--- src/rtl/match_result_collector.sv ---
// Aligns per-packet results from parallel lookup sources, resolves priority
// (lowest index wins) and emits one handshaked action per packet.
module match_result_collector #(
  parameter int C_NUM_SRC          = 2,
  parameter int C_OUT_PORT_WIDTH   = 8,
  parameter int C_MATCH_ADDR_WIDTH = 10,
  parameter int C_FIFO_DEPTH       = 4,
  parameter int C_TIMEOUT          = 255,
  localparam int SW = (C_NUM_SRC > 1) ? $clog2(C_NUM_SRC) : 1
) (
  input  logic                                       clk,
  input  logic                                       resetn,
  input  logic [C_NUM_SRC-1:0]                       src_valid,
  output logic [C_NUM_SRC-1:0]                       src_ready,
  input  logic [C_NUM_SRC-1:0]                       src_match,
  input  logic [C_NUM_SRC*C_OUT_PORT_WIDTH-1:0]      src_port,
  input  logic [C_NUM_SRC*C_OUT_PORT_WIDTH-1:0]      src_vport,
  input  logic [2*C_NUM_SRC-1:0]                     src_type,
  input  logic [C_NUM_SRC*C_MATCH_ADDR_WIDTH-1:0]    src_match_addr,
  output logic                                       out_valid,
  input  logic                                       out_ready,
  output logic                                       out_match,
  output logic [C_OUT_PORT_WIDTH-1:0]                out_port,
  output logic [C_OUT_PORT_WIDTH-1:0]                out_vport,
  output logic [1:0]                                 out_type,
  output logic [C_MATCH_ADDR_WIDTH-1:0]              out_match_addr,
  output logic [SW-1:0]                              out_src,
  output logic                                       timeout_err,
  output logic [31:0]                                hit_cnt,
  output logic [31:0]                                miss_cnt
);

  localparam int W  = C_OUT_PORT_WIDTH;
  localparam int A  = C_MATCH_ADDR_WIDTH;
  localparam int PW = $clog2(C_FIFO_DEPTH);
  localparam int EW = 1 + 2 * W + 2 + A;

  // entry layout: {match, port, vport, type, addr}
  logic [EW-1:0]        mem_q    [C_NUM_SRC][C_FIFO_DEPTH];
  logic [PW-1:0]        wr_ptr_q [C_NUM_SRC];
  logic [PW-1:0]        rd_ptr_q [C_NUM_SRC];
  logic [PW:0]          cnt_q    [C_NUM_SRC];
  logic [PW:0]          cnt_d    [C_NUM_SRC];
  logic [EW-1:0]        head     [C_NUM_SRC];
  logic [EW-1:0]        src_entry[C_NUM_SRC];
  logic [C_NUM_SRC-1:0] src_ready_q, push, pop, not_empty;
  logic                 all_rdy, any_ne, load, timeout;
  logic [15:0]          wd_q;
  logic                 found;
  logic [SW-1:0]        win_idx;
  logic [EW-1:0]        win_entry;

  logic                 out_valid_q, out_match_q, timeout_err_q;
  logic [W-1:0]         out_port_q, out_vport_q;
  logic [1:0]           out_type_q;
  logic [A-1:0]         out_addr_q;
  logic [SW-1:0]        out_src_q;
  logic [31:0]          hit_q, miss_q;

  always_comb begin
    for (int i = 0; i < C_NUM_SRC; i++) begin
      not_empty[i] = (cnt_q[i] != '0);
      push[i]      = src_valid[i] & src_ready_q[i];
      head[i]      = mem_q[i][rd_ptr_q[i]];
      src_entry[i] = {src_match[i], src_port[i*W +: W], src_vport[i*W +: W],
                      src_type[2*i +: 2], src_match_addr[i*A +: A]};
    end
    all_rdy = &not_empty;
    any_ne  = |not_empty;
    load    = all_rdy && (!out_valid_q || out_ready);
    timeout = !load && any_ne && (wd_q == 16'(C_TIMEOUT));
    for (int i = 0; i < C_NUM_SRC; i++) begin
      pop[i]   = load | (timeout & not_empty[i]);
      cnt_d[i] = cnt_q[i] + (PW+1)'(push[i]) - (PW+1)'(pop[i]);
    end
  end

  // Priority resolve: a miss leaves win_entry zero, which zeroes all data fields.
  always_comb begin
    found     = 1'b0;
    win_idx   = '0;
    win_entry = '0;
    for (int i = 0; i < C_NUM_SRC; i++) begin
      if (!found && head[i][EW-1]) begin
        found     = 1'b1;
        win_idx   = SW'(i);
        win_entry = head[i];
      end
    end
  end

  always_ff @(posedge clk) begin
    for (int i = 0; i < C_NUM_SRC; i++) begin
      if (push[i]) mem_q[i][wr_ptr_q[i]] <= src_entry[i];
    end
  end

  always_ff @(posedge clk or negedge resetn) begin
    if (!resetn) begin
      for (int i = 0; i < C_NUM_SRC; i++) begin
        wr_ptr_q[i] <= '0;
        rd_ptr_q[i] <= '0;
        cnt_q[i]    <= '0;
      end
      src_ready_q <= '0;
    end else begin
      for (int i = 0; i < C_NUM_SRC; i++) begin
        if (push[i]) wr_ptr_q[i] <= wr_ptr_q[i] + 1'b1;
        if (pop[i])  rd_ptr_q[i] <= rd_ptr_q[i] + 1'b1;
        cnt_q[i]       <= cnt_d[i];
        src_ready_q[i] <= (cnt_d[i] != (PW+1)'(C_FIFO_DEPTH));
      end
    end
  end

  // Watchdog only advances while a packet is partially assembled.
  always_ff @(posedge clk or negedge resetn) begin
    if (!resetn) begin
      wd_q          <= '0;
      timeout_err_q <= 1'b0;
    end else begin
      timeout_err_q <= timeout;
      if (load || !any_ne || timeout) wd_q <= '0;
      else if (!all_rdy)              wd_q <= wd_q + 16'd1;
    end
  end

  always_ff @(posedge clk or negedge resetn) begin
    if (!resetn) begin
      out_valid_q <= 1'b0;
      out_match_q <= 1'b0;
      out_port_q  <= '0;
      out_vport_q <= '0;
      out_type_q  <= '0;
      out_addr_q  <= '0;
      out_src_q   <= '0;
      hit_q       <= '0;
      miss_q      <= '0;
    end else begin
      if (out_valid_q && out_ready) begin
        if (out_match_q) hit_q  <= hit_q + 32'd1;
        else             miss_q <= miss_q + 32'd1;
      end
      if (load) begin
        out_valid_q <= 1'b1;
        out_match_q <= win_entry[EW-1];
        out_port_q  <= win_entry[A+2+W +: W];
        out_vport_q <= win_entry[A+2 +: W];
        out_type_q  <= win_entry[A +: 2];
        out_addr_q  <= win_entry[A-1:0];
        out_src_q   <= win_idx;
      end else if (out_ready) begin
        out_valid_q <= 1'b0;
      end
    end
  end

  assign src_ready      = src_ready_q;
  assign out_valid      = out_valid_q;
  assign out_match      = out_match_q;
  assign out_port       = out_port_q;
  assign out_vport      = out_vport_q;
  assign out_type       = out_type_q;
  assign out_match_addr = out_addr_q;
  assign out_src        = out_src_q;
  assign timeout_err    = timeout_err_q;
  assign hit_cnt        = hit_q;
  assign miss_cnt       = miss_q;

endmodule

--- config.mk ---
export PLATFORM = sky130hd
export DESIGN_NAME = match_result_collector
export DESIGN_NICKNAME = d
export VERILOG_FILES = /design/src/rtl/match_result_collector.sv
export SDC_FILE = /design/constraint.sdc
export NUM_CORES = 1
export LEC_CHECK = 0
export CAP_MARGIN = 20
export CORE_UTILIZATION = 60
export CTS_CLUSTER_SIZE = 20
export DETAILED_ROUTE_END_ITERATION = 8
export HOLD_SLACK_MARGIN = 0.12
export PLACE_DENSITY = 0.94
export SYNTH_ARGS = -nofsm -noshare
export SYNTH_HDL_FRONTEND = slang
export SYNTH_SLANG_ARGS = --single-unit
--- constraint.sdc ---
create_clock -name clk -period 9 [get_ports clk]
set_input_delay 1.8 -clock clk [delete_from_list [all_inputs] [get_ports clk]]
set_output_delay 1.8 -clock clk [all_outputs]
set_load 0.05 [all_outputs]
**Word level (Yosys, flattened, before mapping)**

Memories as Yosys holds them, arrays and structs flattened.
Index checks and enable logic that the tools add are counted.

- Register bits after elaboration: 128
- Latch bits: 0
- RAM bits: 232
- Memory bits (read-only): 0
- Input port bits: 63
- Output and inout port bits: 98
- Memories kept: 1

- Add/subtract/negate cells: 11
- Multiply operators: 0
- Div/mod/pow operators: 0
- Order comparisons: 6
- Equality and inequality tests: 4
- Shift operators: 0
- Multiplexer cells: 22
- Bitwise gates (word level): 11
- Reductions and logical operators: 21

Memories:

| name | depth | bits a word | rd ports | clocked after Yosys merged registers in | wr ports | line | source |
|---|---|---|---|---|---|---|---|
| mem_q | 2 | 116 | 2 | 0 | 2 | 39 | `logic [EW-1:0] mem_q [C_NUM_SRC][C_FIFO_DEPTH];` |

Operators with widths:

| operator | number |
|---|---|
| $mux W116 | 2 |
| $mux W29 | 8 |
| $bmux W29 S2 | 2 |
| $demux W29 S2 | 2 |
| $add A32 B1 Y32 const B | 2 |
| $mux W16 | 2 |
| $add A16 B1 Y16 const B | 1 |
| $eq A16 B8 Y1 const B | 1 |
| $ge A3 B3 Y1 const B | 4 |
| $not A2 Y3 | 4 |
| $add A2 B1 Y2 const B | 4 |
| $logic_and A1 B1 Y1 | 7 |
| $add A3 B1 Y3 | 2 |
| $lt A3 B1 Y1 const B | 2 |
| $mux W1 | 6 |
| $ne A3 B3 Y1 const B | 2 |
| $reduce_and A2 Y1 | 3 |
| $reduce_bool A3 Y1 | 2 |
| $sub A3 B1 Y3 | 2 |
| $and A1 B1 Y1 | 4 |
| $logic_not A1 Y1 | 4 |
| $logic_or A1 B1 Y1 | 3 |
| $ne A2 B1 Y1 const B | 1 |
| $or A1 B1 Y1 | 2 |
| 3 further kinds | 3 |

**Logic depth before layout (Yosys ltp)**

- Word-level depth: 10
- Gate-level depth with buffers: 13
- Mapped depth without buffers: 12

**Worst setup path before layout**

Ideal clock, no wire load.

- Kind: input-to-reg
- Start: input out_ready
- End: register src_ready_q[0], in the netlist src_ready[0]
- Library setup time: 0.125 ns
- Arrival time: 3.953 ns
- Slack: 4.922 ns
- Stages: 13
- Path buffers: 2
- Cells stage by stage: clkbuf_1 nand2b_1 and3_2 clkbuf_1 a31oi_1 inv_1 ha_1 inv_1 ha_1 fa_1 xnor2_1 xnor2_1 nand2_1

RTL lines:

| what | line | source |
|---|---|---|
| from (decl) | 21 | `input logic out_ready,` |
| to (signal, indexed assignment) | 111 | `src_ready_q[i] <= (cnt_d[i] != (PW+1)'(C_FIFO_DEPTH));` |
| to (decl) | 46 | `logic [C_NUM_SRC-1:0] src_ready_q, push, pop, not_empty;` |

==> summary.md <==
The final critical delay including setup and external delays was 4400 ps; the buffer depth of the longest clock path was 3. The floorplan has 56 rows. In this run the worst hold path is classified as reg -> reg. Traced cell by cell, the critical path runs through clkdlybuf4s50_1 -> nand2b_1 -> and3_2 -> buf_4 -> a31oi_1 -> inv_1 -> ha_1 -> inv_1 -> ha_1 -> fa_1 -> xnor2_1 -> xnor2_1 -> nand2_1.

The average vias per placed instance is 6.31, and the share of layout cells above drive strength 1 is 12.7%. For the worst slew slack as a fraction of its limit, the log shows 30.2%. In this run, synthesis inferred 232 flip-flops with an integrated enable. After global routing, the most crowded layer is met2. The critical path is of the in -> reg type.

The tools report the endpoint of the most critical setup path as src_ready[0]. The number of cells after detailed placement was 1329; the overall global routing resource usage was 28.7%. The die height is 157 µm, and the net count of the finished layout is 1129. For this design, the slowest cell found on the critical path is sky130_fd_sc_hd__clkdlybuf4s50_1. The run gives 0 as the final number of max-transition violations. The number of hold violations in the final report was 0. The worst register-to-register path ends at src_ready[0]. The sequential share of power is 41.1%, and the met2 routing resource usage after global routing is 49.3%. The type of destination of the critical path is a flop.

For this run, global-route usage on met1 was measured as 34.7%. CTS placed an instance of sky130_fd_sc_hd__clkbuf_16 at the clock tree root. Data on the critical path arrives at its endpoint at 4810 ps. The post-synth net total was 954; the power density relative to cell area was 323 nW/µm².

For the pin with the worst max-slew slack, the measured transition is 1040 ps. The tools report the count of TritonRoute iterations in the first routing pass as 6. Entering global routing, the biggest net connects 73 pins. After filler insertion, the fill cell instance count of the layout stands at 1304. In this run the static leakage power is 6.39 nW. In the synthesized netlist the dominant register cell turns out to be sky130_fd_sc_hd__edfxtp_1. Summed over all layers, the routed wires come to 33.9 mm.

Sequential elements use 70.7% of the synthesized area. The count of nets left with antenna violations once routing finished came out at 0. The later pin in the worst-skew pair is clocked with a latency of 520 ps. Compared with the post-synthesis result, the final layout area differs by 21.6%. In this run the horizontal extent of the chip is 157 µm.

Dividing the final minimum period by the clock period gives 48.9%. The via count of the first global-routing pass was 9316. After global routing the overflow that remains totals 0. The share of total power dissipated in the clock network is 25.3%.

The start point of the critical path was out_ready. 161 I/O pins were placed. Of the total power, the share spent switching nets is 35.1%.

The congestion estimate from routability-driven global placement came to 0.793. The count of synthesis-stage warnings from yosys came out at 0. The relative contribution of combinational cells to total power is 33.6%, and the total setup buffers inserted after CTS is 0. The initial antenna violation count is 4, and the critical path's largest stage delay is 520 ps. The logs give 874 for the synthesized instance count and 24600 µm² for the area of the die.

Across all layers, the routed design uses 8824 vias. The design internal power is 0.00367 W, and the area of the core is 23500 µm². Setup repair after global routing left no endpoint under its margin. Input and output buffers added on the ports amount to 160. The logs give 37 for the total clock buffers created by CTS and 51.8 mm for the wire length of the first global-routing pass. A synthesized cell averages 16.4 µm². The worst-case hold slack is 478 ps, and the clock tree skew after final layout is 12.3 ps. The wire-length estimate of the detail-placed layout is 19.5 mm.

For the count of hold-fix buffers inserted at cts, the log shows 0. CTS saw 360 sinks. The tools report the launch point of the worst reg-to-reg path as cnt_q[0]. Adding up every negative setup slack in the final design gives 0 ps.

The run gives 61.2% as the initial core utilization. The average detailed-routed wire length per instance came out at 24.2 µm. The highest fanout seen on the critical path is 66. After synthesis, the netlist uses 45 different library cells. Once placement finished, the instance area stood at 16300 µm². The final design instance area without fill was 17500 µm².

Leaving out fill and tap cells, the most frequent cell in the layout is sky130_fd_sc_hd__edfxtp_1. The depth of the CTS H-tree is 2, and the achievable clock frequency is 0.227 GHz. Path depth of the worst reg2reg path: 12. After clock tree synthesis, the repair step resized 0 gates.

The count of endpoints failing setup in the final report came out at 0. The fraction of synthesis flops using an asynchronous set or reset pin is 35.6%. After synthesis, the largest area contributor takes up 48.5% of total cell area.

Launching element type of the critical path: a primary input. IR analysis of the VDD net gives a maximum drop of 0.000255 V. The tool flagged a number of max-cap violations equal to 0. The filler-free cell count of the finished design is 1398. By area the synthesized netlist is led by sky130_fd_sc_hd__edfxtp_1, sky130_fd_sc_hd__dfrtp_1, sky130_fd_sc_hd__mux4_2.

The run finished with clean final reports. In the layout the commonest cells are sky130_fd_sc_hd__edfxtp_1, sky130_fd_sc_hd__clkdlybuf4s50_1, sky130_fd_sc_hd__dfrtp_1. The critical path required time came out at 9410 ps. The flop-to-flop setup slack is 5640 ps, and the initial detailed-routing violation count is 857. After clock tree synthesis, the clock-pin slew on the worst setup and hold paths is 60 ps.

Synthesized area: 14400 µm². The cell taking the most area after synthesis is sky130_fd_sc_hd__edfxtp_1. For this design the total switching power over the nets is 0.00198 W. The count of state elements after synthesis works out to 360. TritonCTS built the clock tree. In the routed design, unresolved DRC markers number 0. In the global route stage, met3 resource usage came out at 6.98%.
-- state kept, by name, summed over array words and instances (netlist names) --
| register | count |
|---|---|
| cnt_q | 6 |
| out_port | 8 |
| out_valid | 1 |
| mem_q | 232 |
| timeout_err | 1 |
| wr_ptr_q | 4 |
| miss_cnt | 32 |
| rd_ptr_q | 4 |
| hit_cnt | 32 |
| out_match_addr | 10 |
| out_vport | 8 |
| out_match | 1 |
| src_ready | 2 |
| wd_q | 16 |
| out_type | 2 |
| out_src | 1 |
-- Yosys cell counts, types with 4 or more instances --
master / n
sky130_fd_sc_hd__and4_1: 5
sky130_fd_sc_hd__a22oi_1: 28
sky130_fd_sc_hd__o21ai_0: 10
sky130_fd_sc_hd__buf_2: 6
sky130_fd_sc_hd__inv_1: 20
sky130_fd_sc_hd__xor2_1: 18
sky130_fd_sc_hd__xnor2_1: 58
sky130_fd_sc_hd__nor3_1: 15
sky130_fd_sc_hd__buf_1: 4
sky130_fd_sc_hd__or3_1: 10
sky130_fd_sc_hd__and2_1: 6
sky130_fd_sc_hd__nand3_1: 23
sky130_fd_sc_hd__mux2_2: 5
sky130_fd_sc_hd__mux4_2: 58
sky130_fd_sc_hd__nand2_1: 29
sky130_fd_sc_hd__nand4_1: 29
sky130_fd_sc_hd__a211oi_1: 11
sky130_fd_sc_hd__edfxtp_1: 232
sky130_fd_sc_hd__a21oi_1: 30
sky130_fd_sc_hd__nor4_1: 10
sky130_fd_sc_hd__ha_1: 15
sky130_fd_sc_hd__clkbuf_1: 30
sky130_fd_sc_hd__dfrtp_1: 128
sky130_fd_sc_hd__nor2_1: 41
sky130_fd_sc_hd__and3_1: 23
-- metal layers --
metal	vias up	wire length (µm)
li1	3734	-
met1	4494	12400
met2	523	17500
met3	71	3150
met4	2	809
met5	-	9
-- cell type report --
class	count	area [µm²]	share of cell area, %
Timing Repair Buffer	177	1730	9.88
Multi-Input combinational cell	453	3970	22.7
Clock buffer	55	1020	5.86
Antenna cell	4	10.0	0.0573
Sequential cell	360	10200	58.2
Clock inverter	10	101	0.580
Inverter	20	75.1	0.430
Tap cell	319	399	2.28
-- cells by family after synthesis --
family / count (synthesis) / synth area share, %
adder cells (fa/ha/maj): 17 / 1.58
XOR/XNOR: 76 / 4.63
AO/OA/AOI/OAI: 91 / 4.20
buffers and inverters: 61 / 1.65
multiplexers: 64 / 9.55
flip-flops: 360 / 70.7
AND/OR/NAND/NOR: 205 / 7.64
-- power by group through the flow --
stage	Clock, W	Combinational (W)	Sequential, W
2_1_floorplan	0	0.000967	0.00260
4_1_cts	0.00145	0.00190	0.00231
5_1_grt	0.00151	0.00201	0.00234
3_3_place_gp	0	0.00177	0.00230
6_report	0.00143	0.00190	0.00232
3_5_place_dp	0	0.00185	0.00233
-- through the flow --
stage	power [W]	utilization, %	setup slack, ps
after floorplan	0.00357	-	4920
after global placement	0.00407	69.6	4240
after detailed placement	0.00418	69.6	4090
after CTS	0.00566	74.4	4620
after global routing	0.00587	74.4	4380
final	0.00565	74.5	4600
-- how the worst min path moves through the flow --
stage	start	end	slack [ps]	depth (start not counted)
after floorplan	wr_ptr_q[0]	wr_ptr_q[0]	500	1
after global placement	miss_cnt[31]	miss_cnt[31]	460	1
after detailed placement	miss_cnt[31]	miss_cnt[31]	470	1
after CTS	miss_cnt[31]	miss_cnt[31]	480	1
after global routing	miss_cnt[31]	miss_cnt[31]	490	1
final	miss_cnt[31]	miss_cnt[31]	480	1
-- worst max-delay path, delay by kind of cell --
family,cells,cell delay (ps)
adders and majority gates,3,820
AOI/OAI and AO/OA,1,350
buffers and inverters,4,980
xor gates and xnor gates,2,360
and+or+nand+nor,3,480
No activity file was read; power rests on OpenSTA's default activity.
